## src/rtl/hwag_ch_sched.sv

```systemverilog
`default_nettype none
// ============================================================================
// Module  : hwag_ch_sched
// Brief   : Angle-window output scheduler with one round-robin shared window
//           comparator and revolution-boundary shadow commit.
// Revision: 1.0
// ============================================================================
module hwag_ch_sched #(
  parameter int CH  = 4,
  parameter int AW  = 24,
  parameter int CAW = $clog2(CH) + 1
) (
  input  logic                  clk,
  input  logic                  rst,
  input  logic                  hwag_start,
  input  logic                  rev_strobe,
  input  logic [AW-1:0]         acnt,
  input  logic [CH-1:0]         ch_ena,
  input  logic                  cfg_we,
  input  logic [CAW-1:0]        cfg_addr,
  input  logic [AW-1:0]         cfg_data,
  output logic [CH-1:0]         ch_out,
  output logic [CH-1:0]         ch_rise,
  output logic [CH-1:0]         ch_fall,
  output logic [CH-1:0]         upd_pend,
  output logic [$clog2(CH)-1:0] scan_ptr
);

  localparam int SW = $clog2(CH);
  localparam logic [SW-1:0] c_last = SW'(CH - 1);
  localparam logic [SW-1:0] c_one  = SW'(1);

  logic [AW-1:0] r_sh_set  [CH];
  logic [AW-1:0] r_sh_rst  [CH];
  logic [AW-1:0] r_act_set [CH];
  logic [AW-1:0] r_act_rst [CH];

  logic [SW-1:0] w_wr_ch;
  logic [AW-1:0] w_s;
  logic [AW-1:0] w_r;
  logic          w_in;
  logic          w_next;

  assign w_wr_ch = cfg_addr[CAW-1:1];
  assign w_s     = r_act_set[scan_ptr];
  assign w_r     = r_act_rst[scan_ptr];

  // S>R describes a window that wraps through angle 0; S==R is never active.
  always_comb begin
    w_in = 1'b0;
    if (w_s < w_r) begin
      w_in = (acnt >= w_s) && (acnt < w_r);
    end else if (w_s > w_r) begin
      w_in = (acnt >= w_s) || (acnt < w_r);
    end
  end

  assign w_next = hwag_start & ch_ena[scan_ptr] & w_in;

  always_ff @(posedge clk) begin
    if (!rst) begin
      scan_ptr <= '0;
      ch_out   <= '0;
      ch_rise  <= '0;
      ch_fall  <= '0;
      upd_pend <= '0;
      for (int i = 0; i < CH; i++) begin
        r_sh_set[i]  <= '0;
        r_sh_rst[i]  <= '0;
        r_act_set[i] <= '0;
        r_act_rst[i] <= '0;
      end
    end else begin
      scan_ptr <= (scan_ptr == c_last) ? '0 : scan_ptr + c_one;

      ch_rise            <= '0;
      ch_fall            <= '0;
      ch_out[scan_ptr]   <= w_next;
      ch_rise[scan_ptr]  <= w_next & ~ch_out[scan_ptr];
      ch_fall[scan_ptr]  <= ~w_next & ch_out[scan_ptr];

      // A channel written this cycle skips the commit so a half-updated
      // window can never become active.
      for (int i = 0; i < CH; i++) begin
        if (cfg_we && (w_wr_ch == SW'(i))) begin
          if (cfg_addr[0]) begin
            r_sh_rst[i] <= cfg_data;
          end else begin
            r_sh_set[i] <= cfg_data;
          end
          if (hwag_start) begin
            upd_pend[i] <= 1'b1;
          end else if (cfg_addr[0]) begin
            r_act_rst[i] <= cfg_data;
          end else begin
            r_act_set[i] <= cfg_data;
          end
        end else if (rev_strobe && hwag_start && upd_pend[i]) begin
          r_act_set[i] <= r_sh_set[i];
          r_act_rst[i] <= r_sh_rst[i];
          upd_pend[i]  <= 1'b0;
        end
      end
    end
  end

endmodule
`default_nettype wire

```

## config.mk

```make
export PLATFORM = sky130hd
export DESIGN_NAME = hwag_ch_sched
export DESIGN_NICKNAME = d
export VERILOG_FILES = /design/src/rtl/hwag_ch_sched.sv
export SDC_FILE = /design/constraint.sdc
export NUM_CORES = 1
export LEC_CHECK = 0
export ABC_CLOCK_PERIOD_IN_PS = 3950
export CORE_MARGIN = 2
export CORE_UTILIZATION = 61
export DETAILED_ROUTE_END_ITERATION = 8
export PLACE_DENSITY_LB_ADDON = 0.2
export SLEW_MARGIN = 0
export SYNTH_ARGS = -nofsm -noshare
export SYNTH_HDL_FRONTEND = slang
export SYNTH_SLANG_ARGS = --single-unit
```

## constraint.sdc

```tcl
create_clock -name clk -period 3.95 [get_ports clk]
set_input_delay 0.395 -clock clk [delete_from_list [all_inputs] [get_ports clk]]
set_output_delay 0.395 -clock clk [all_outputs]
set_load 0.02 [all_outputs]
```

==> flow_summary.ini <==
[finish]
syn2layout_area_growth_pct = 13.3
diodes = 0
layout_commonest_cell = edfxtp_1
final_cells = 1856
utilization_pct = 69.8
nNetsFinal = 1567
final_cell_mix = edfxtp_1 (384), and2_1 (192), a22o_1 (146)
drive_above_1_share_pct = 11.9

[synthesis]
synth-edff-count = 384
syn-num-nets = 1502
avgSynthCellArea_um2 = 13.8
synth_seq_cells = 402
ys.flop_type = edfxtp_1
yosys_warnings = 0
synth_cell_types = 43
synthesis.area_um2 = 18800
ys_async_sr_fraction_pct = 0
syn_inst = 1367
seq_area_frac_synth_pct = 63.2

[outcome]
outcome = finished, final reports clean

[pwr]
p_per_area_nw_per_um2 = 453
p_leak_nw = 7.85
vdd_ir_drop_max_v = 0.000259

[placed_design]
pre_cts_ws_ns = 0.156
place_hpwl_mm = 28.6
placedCellCount = 1784
portBuffers = 77
place.gp.congestion = 0.970

[timing]
slew-limit-headroom_pct = 26.6
finalWorstPathRequiredPeriod_ns = 3.61
rsz0062_at_grt = no
setup_viol = 0
fin_ws_ns = 0.341
slew_violations = 0
clock_skew_ns = 0.0207
tightest_slew_ns = 1.10
max_freq_ghz = 0.277
hold_viol = 0
timing.final.crit_share_pct = 91.4
fin_tns_setup_ns = 0
whs_ns = 0.530

[drt]
first_iter_violations = 1097
routed_wl_mm = 45.0
via_count = 11760
detail-route-antenna-nets = 0
post_drt_via_cell_ratio = 6.34
wire_per_inst_um = 24.3
first_pass_iters = 5
drcViolationCount = 0

[floorplanning]
io_pins = 78
dieWidth_um = 180
dieArea_um2 = 32200
die_y_um = 180
floorplan.initialDensity_pct = 61.6
core_um2 = 30500
rows = 64

[global_routing]
antenna_found_initial = 0
grt_max_degree = 49
grt_overflow = 0
grt_pass1_wl_mm = 69.2
track_usage_pct = 28.1
first_global_vias = 11986

[critical_path]
cp-start-kind = flop
cp.required_ns = 4.42
cp_max_fo = 14
cp.arrival_ns = 4.08
worstSetupEndpointType = flop
crit_type = reg -> reg

[min_path]
hp-class = reg -> reg

[clock_tree]
cts_made_buffers = 41
clk_pin_slew_ns = 0.06
cts-root-buf = clkbuf_16
h-tree-depth = 2
numClockSinks = 402
clockBufferDepth = 3
clk-insertion-delay-late_ns = 0.54
cts_tree = built

[flow_run]
max_cap_violations = 0
==> power breakdown <==
group / internal [mW] / switching (mW)
Sequential: 4.91 / 0.0872
Clock: 1.92 / 1.56
Combinational: 0.468 / 0.701
Total: 7.30 / 2.35
==> Yosys cell counts, types with 6 or more instances <==
| library cell | number | area, um^2 |
|---|---|---|
| edfxtp_1 | 384 | 11500 |
| and2_1 | 192 | 1200 |
| a22o_1 | 146 | 1280 |
| nand2_1 | 123 | 462 |
| clkbuf_1 | 97 | 364 |
| ha_1 | 75 | 938 |
| a21oi_1 | 67 | 335 |
| inv_1 | 55 | 206 |
| mux4_2 | 50 | 1130 |
| o21ai_0 | 24 | 120 |
| nor2_1 | 22 | 82.6 |
| dfxtp_1 | 18 | 360 |
| nand4_1 | 11 | 68.8 |
| nor3_1 | 11 | 55.1 |
| a211oi_1 | 10 | 75.1 |
| nand3_1 | 9 | 45.0 |
| nor2b_1 | 7 | 43.8 |
| and3_1 | 6 | 37.5 |
| o211ai_1 | 6 | 45.0 |
==> state kept, by name, summed over array words and instances, names as in the netlist <==
register / count
ch_out: 4
scan_ptr: 2
r_act_rst: 96
ch_fall: 4
r_act_set: 96
upd_pend: 4
r_sh_rst: 96
ch_rise: 4
r_sh_set: 96
==> metrics by stage <==
stage	total power, mW	area, um^2
6_report	9.65	21300
4_1_cts	9.66	21300
5_1_grt	9.97	21300
3_3_place_gp	6.19	20100
2_1_floorplan	5.78	18800
3_5_place_dp	6.23	20100
==> cell families (layout without fill, tap and decap cells) <==
group	Yosys count	after routing	synth area share, %
AOI/OAI and AO/OA	280	280	11.1
DFF	402	402	63.2
muxes	50	50	5.99
and+or+nand+nor	400	400	11.4
buffers and inverters	160	253	3.29
adders and majority gates	75	75	4.99
==> layer usage <==
metal | global-route usage (%) | up-vias | routed length (um)
li1 | - | 5277 | -
met1 | 37.0 | 5747 | 17300
met2 | 46.8 | 611 | 22100
met3 | 5.37 | 125 | 4060
met4 | 10.8 | 0 | 1570
met5 | 0 | - | 0
==> critical path: stages, from the launching register on <==
cell      delay (ns)
dfxtp_4         0.52
buf_6           0.27
mux4_2          0.55
ha_1            0.33
a211o_1         0.27
a21oi_1         0.17
o21ai_0         0.14
a211oi_1        0.35
o21ai_0         0.25
a32oi_4         0.45
and4b_1         0.25
==> path summary, 6_finish.rpt <==
check                  from               to  slack [ns]  cells past startpoint
max             scan_ptr[0]       ch_fall[1]        0.34                     10
min          r_sh_rst[3][3]  r_act_rst[3][3]        0.53                      1
max reg2reg     scan_ptr[0]       ch_fall[1]        0.34                     10
min reg2reg  r_sh_rst[3][3]  r_act_rst[3][3]        0.53                      1
==> layout make-up <==
class,instances,area [um^2]
Sequential cell,402,11900
Inverter,55,206
Timing Repair Buffer,127,1160
Tap cell,396,495
Fill cell,2055,9220
Multi-Input combinational cell,805,6370
Clock inverter,16,87.6
Clock buffer,55,1080
==> what timing repair did <==
item / in CTS / in global routing
buffers inserted: 0 / 1
hold buffers: 0 / 0
resized for setup: 0 / 2
endpoints found under the setup margin: 0 / 12
Power figures use the tool's default switching activity.
